--- src/rtl/nibble_serializer.sv ---
// Word-to-nibble serializer: accepts a WORD_W word over valid/ready and emits
// NUM = WORD_W/NIB_W nibbles over a second valid/ready handshake with first/last marks.
module nibble_serializer #(
  parameter int WORD_W    = 16,
  parameter int NIB_W     = 4,
  parameter int MSB_FIRST = 1
) (
  input  logic              clk,
  input  logic              reset,
  input  logic [WORD_W-1:0] in_data,
  input  logic              in_valid,
  output logic              in_ready,
  output logic [NIB_W-1:0]  out_nib,
  output logic              out_valid,
  input  logic              out_ready,
  output logic              out_first,
  output logic              out_last
);

  localparam int NUM   = WORD_W / NIB_W;
  localparam int CNT_W = (NUM > 1) ? $clog2(NUM) : 1;
  localparam logic [CNT_W-1:0] LAST_IDX = CNT_W'(NUM - 1);

  typedef enum logic {IDLE = 1'b0, SEND = 1'b1} state_t;

  state_t            state, state_nxt;
  logic [CNT_W-1:0]  count, count_nxt;
  logic [WORD_W-1:0] hold, hold_nxt;
  logic [CNT_W-1:0]  sel;
  logic [WORD_W-1:0] shifted;
  logic              at_last;

  always_ff @(posedge clk or posedge reset) begin
    if (reset) begin
      state <= IDLE;
      count <= '0;
      hold  <= '0;
    end else begin
      state <= state_nxt;
      count <= count_nxt;
      hold  <= hold_nxt;
    end
  end

  assign at_last = (count == LAST_IDX);

  always_comb begin
    state_nxt = state;
    count_nxt = count;
    hold_nxt  = hold;
    in_ready  = 1'b0;
    case (state)
      IDLE: begin
        in_ready = 1'b1;
        if (in_valid) begin
          hold_nxt  = in_data;
          count_nxt = '0;
          state_nxt = SEND;
        end
      end
      SEND: begin
        if (out_ready) begin
          if (at_last) begin
            // Final beat frees the holding register, so a new word can load
            // in the same cycle with no bubble.
            in_ready  = 1'b1;
            count_nxt = '0;
            if (in_valid) begin
              hold_nxt = in_data;
            end else begin
              state_nxt = IDLE;
            end
          end else begin
            count_nxt = count + 1'b1;
          end
        end
      end
      default: begin
        state_nxt = IDLE;
      end
    endcase
  end

  // Outputs are decoded from registered state only.
  assign sel       = (MSB_FIRST != 0) ? (LAST_IDX - count) : count;
  assign shifted   = hold >> (int'(sel) * NIB_W);
  assign out_valid = (state == SEND);
  assign out_nib   = out_valid ? shifted[NIB_W-1:0] : '0;
  assign out_first = out_valid && (count == '0);
  assign out_last  = out_valid && at_last;

endmodule

--- config.mk ---
export PLATFORM = sky130hd
export DESIGN_NAME = nibble_serializer
export DESIGN_NICKNAME = d
export VERILOG_FILES = /design/src/rtl/nibble_serializer.sv
export SDC_FILE = /design/constraint.sdc
export NUM_CORES = 1
export LEC_CHECK = 0
export ABC_CLOCK_PERIOD_IN_PS = 1300
export CAP_MARGIN = 10
export CORE_ASPECT_RATIO = 0.9
export CORE_UTILIZATION = 44
export DETAILED_ROUTE_END_ITERATION = 8
export GPL_TIMING_DRIVEN = 0
export PLACE_DENSITY = 0.84
export SYNTH_ARGS = -nofsm -noshare
export SYNTH_HDL_FRONTEND = slang
export SYNTH_SLANG_ARGS = --single-unit
export TNS_END_PERCENT = 1
--- constraint.sdc ---
create_clock -name clk -period 1.3 [get_ports clk]
set_input_delay 0.26 -clock clk [delete_from_list [all_inputs] [get_ports clk]]
set_output_delay 0.26 -clock clk [all_outputs]
set_load 0.01 [all_outputs]
==> Yosys cells after proc, flatten, opt, wreduce, memory -nomap -nowiden <==
Index checks and enable logic that the tools add are counted.
{ "totals": {"reg_bits": 19, "inputBits": 20, "output_inout_bits": 8} }
{ "classes": {"addsub": 2, "eq_ne": 4, "n_shift": 1, "muxes": 16, "n_bitwise": 1, "reduce_logical": 5} }
{ "ops": {"columns": ["cell", "count"], "rows": [
  ["$mux W16", 3],
  ["$pmux W16 S2", 1],
  ["$shr A16 B4 Y4", 1],
  ["$mux W2", 3],
  ["$mux W1", 5],
  ["$mux W4", 1],
  ["$ne A2 B2 Y1 const B", 2],
  ["$pmux W1 S2", 2],
  ["$pmux W2 S2", 1],
  ["$reduce_and A2 Y1", 2],
  ["$add A2 B1 Y2 const B", 1],
  ["$eq A2 B2 Y1 const B", 1],
  ["$logic_and A1 B1 Y1", 2],
  ["$logic_not A2 Y1", 1],
  ["$ne A2 B1 Y1 const B", 1],
  ["$sub A2 B2 Y2 const A", 1],
  ["$not A1 Y1", 1]
]} }

==> Depth between registers and ports, before layout <==
{ "depth": {"word_depth": 4, "ltp_mapped": 5} }

==> Least setup slack after synthesis <==
OpenSTA, ideal clock, no wires.
{ "synth_path": {"path_kind": "register to register", "startpoint": "reg count[1]", "endpoint": "reg hold[10]", "arrival_ns": 1.269, "required_ns": 1.205, "slack_ns": -0.065, "stages_incl_launch_ff": 6, "cell_sequence": "dfrtp_1 -> ha_1 -> and3_4 -> buf_6 -> buf_12 -> o32ai_2"} }
{ "synth_between": {"elab_chain_len": 3} }
{ "synth_rtl": {"columns": ["element", "line_no", "text"], "rows": [
  ["start: declaration", "27", "logic [CNT_W-1:0] count, count_nxt;"],
  ["start signal: assignment", "40", "count <= count_nxt;"],
  ["$eq A2 B2 Y1", "45", "assign at_last = (count == LAST_IDX);"],
  ["$ne A2 B1 Y1 (no source line)", null, null],
  ["$reduce_and A2 Y1 (no source line)", null, null],
  ["end signal: assignment", "41", "hold <= hold_nxt;"],
  ["end: declaration", "28", "logic [WORD_W-1:0] hold, hold_nxt;"]
]} }
No other way between the ends.
A chain may end at the register's enable or synchronous reset.

==> Worst setup path after layout <==
{ "layout_path": {"startpoint": "reg count[0]", "endpoint": "out out_nib[0]"} }
{ "layout_between": {"elab_chain_len": 3} }
{ "layout_rtl": {"columns": ["element", "line_no", "text"], "rows": [
  ["$sub A2 B2 Y2", "85", "assign sel = (MSB_FIRST != 0) ? (LAST_IDX - count) : count;"],
  ["$shr A16 B4 Y4", "86", "assign shifted = hold >> (int'(sel) * NIB_W);"],
  ["$mux W4", "88", "assign out_nib = out_valid ? shifted[NIB_W-1:0] : '0;"],
  ["end: declaration", "13", "output logic [NIB_W-1:0] out_nib,"]
]} }
No other way between the ends.

==> impl_metrics.json <==
{
  "outcome": "finished with violations",
  "violations": "negative setup slack",
  "cpPeakStageDelay_ns": 0.45,
  "placed_cell_area_um2": 1470,
  "netlist_top_cells_area": "dfrtp_1, o32ai_2, mux2i_1, inv_1, nand2_1",
  "num_rows": 17,
  "crit_path_end_kind": "output pin",
  "cts_inserted_buffers": 3,
  "die_x_um": 55.8,
  "pre_cts_ws_ns": -0.543,
  "grt_pass1_vias": 1029,
  "postLayoutCoreUtil_pct": 66.0,
  "clkPwrFrac_pct": 8.5,
  "cts_buffer_depth": 2,
  "required_ns": 1.04,
  "design_area_um2": 1630,
  "place_congestion": 0.810,
  "grt_use_total_pct": 22.2,
  "switching_share_pct": 38.3,
  "synth_area_um2": 1150,
  "slew_violations": 0,
  "power_density_nw_per_um2": 2200,
  "grt_first_pass_wirelength_um": 4750,
  "setup_viol": 24,
  "max_slew_margin_pct": 52.0,
  "tns_ns": -7.17,
  "cts_sinks": 19,
  "cp-start-kind": "flip-flop",
  "clkTransAtPathRegs_ns": 0.11,
  "die_h_um": 50.4,
  "diodes": 0,
  "hold_slack_ns": 0.368,
  "synthFlopType": "dfrtp_1",
  "post-route-period-util_pct": 128,
  "setup_slack_ns": -0.360,
  "synth_cell_types": 22,
  "drt_iter0_drc": 27,
  "ys_ff_latch": 19,
  "dp.cells": 163,
  "synth_commonest_cells": "dfrtp_1, inv_1, nand2_1",
  "path_class": "flip-flop to output pin",
  "antenna_found_initial": 0,
  "fmax_mhz": 603,
  "io_buffers": 27,
  "peakVddDrop_v": 0.00124,
  "num_io_pins": 28,
  "syn-num-nets": 131,
  "drtPass1Iterations": 4,
  "wl_um": 3050,
  "total_power_mw": 3.59,
  "grt_overflow": 0,
  "skew_ns": 0.00165,
  "path_cells": "buf_8 > mux2i_2 > o22ai_2 > buf_2",
  "cellLeakagePower_nw": 0.741,
  "drive_gt1_share_pct": 36.6,
  "finalWorstPathRequiredPeriod_ns": 1.66,
  "cp.arrival_ns": 1.40,
  "synth_edf_count": 0,
  "instances_no_fill": 173,
  "slowest_stage": "dfrtp_2",
  "hpwlAfterDp_um": 1790,
  "seqPwrFrac_pct": 31.1,
  "initial_core_util_pct": 46.5,
  "p_int_mw": 2.21,
  "vias_per_cell": 5.69,
  "fin_nets": 169,
  "ys_seq_area_share_pct": 41.4,
  "area_growth_pct": 42.0,
  "drv_cap": 0,
  "synth.top_cell.area_share_pct": 41.4,
  "grt_max_degree": 20,
  "htree_levels": 1,
  "drc_errors": 0,
  "synthCells": 108,
  "pwr-share-comb_pct": 60.4,
  "rsz0062_at_grt": "true",
  "async_flop_share_pct": 100,
  "synth_largest_area_cell": "dfrtp_1",
  "num_vias": 985,
  "cts-root-buf": "clkbuf_4",
  "postCtsHoldBufs": 0,
  "dieArea_um2": 2820,
  "hold_class": "primary input to asynchronous set/reset pin",
  "synth-warning-count": 0,
  "tightestPinTransition_ns": 0.719,
  "ant_nets": 0,
  "hold_viol": 0,
  "p_sw_mw": 1.37,
  "tritoncts": "yes",
  "critPathMaxFanout": 5,
  "clk_latency_ns": 0.30,
  "synth_area_per_cell_um2": 10.6,
  "fp.coreArea_um2": 2470,
  "wl_per_cell_um": 17.6
}
## cell usage in the layout, fill, tap and decap left out, drive strengths merged
master / n
a21boi: 1
a32o: 2
and2: 2
and3: 1
buf: 19
clkbuf: 7
clkdlybuf4s50: 19
dfrtp: 19
dlygate4sd2: 1
ha: 3
inv: 19
mux2i: 9
nand2: 19
nand2b: 1
nor2: 1
nor2b: 1
o22ai: 4
o32ai: 16
or2: 1
## routing by layer
metal	global-route usage [%]	part of all wire (%)	up-vias
met5	0	0	-
met3	3.87	5.9	5
met2	39.6	52	49
li1	-	-	450
met4	10.6	1.6	0
met1	26.2	40	481
## final cells by class
type	count	area (um2)
tap	28	35.0
buffer	9	92.6
sequential	19	478
timing repair buffer	33	308
fill	175	838
clock buffer	4	26.3
multi-input combinational	61	618
inverter	19	71.3
## what timing repair did
action                                  4_1_cts  5_1_grt
setup buffers                                 5        0
pin swaps                                     2        5
gates resized for setup                      44       12
gates cloned                                  1        0
endpoints found under the setup margin       25       25
## sequential cells by signal (all words and copies together) (netlist names)
| signal | flops |
|---|---|
| count | 2 |
| hold | 16 |
| out_valid | 1 |
## final timing paths
kind | startpoint | end | slack (ns) | cells after the start
worst max-delay path | count[0] | out_nib[0] | -0.36 | 4
worst min-delay path | reset | hold[2] | 0.37 | 2
worst max register to register | count[0] | hold[7] | -0.35 | 7
worst min register to register | hold[2] | hold[2] | 0.56 | 2
max in group asynchronous | reset | count[1] | 0.43 | 2
min in group clk | in_data[0] | hold[0] | 0.53 | 3
## cell families (layout without fill, tap and decap cells)
logic type               count (synthesis)  after routing  share of synthesized area (%)
adder cells (fa/ha/maj)                  3              3                           3.27
AND/OR/NAND/NOR                         26             26                           10.3
flip-flops                              19             19                           41.4
multiplexers                             9              9                           7.85
AO/OA/AOI/OAI                           23             23                           24.3
buffers and inverters                   28             65                           12.9
## worst max-delay path: cells and delay by family, from the launching register on
kind	cells	cell delay (ns)
DFF	1	0.45
buffers and inverters	2	0.30
muxes	1	0.24
AOI/OAI and AO/OA	1	0.10
## power by group through the flow
stage	clock, mW	combinational (mW)	sequential [mW]
floorplan	0	1.18	1.02
global placement	0	1.67	1.05
detailed placement	0	1.73	1.07
CTS	0.301	1.97	1.05
global route	0.340	2.33	1.14
finish	0.305	2.17	1.11
Power figures use the tool's default switching activity.
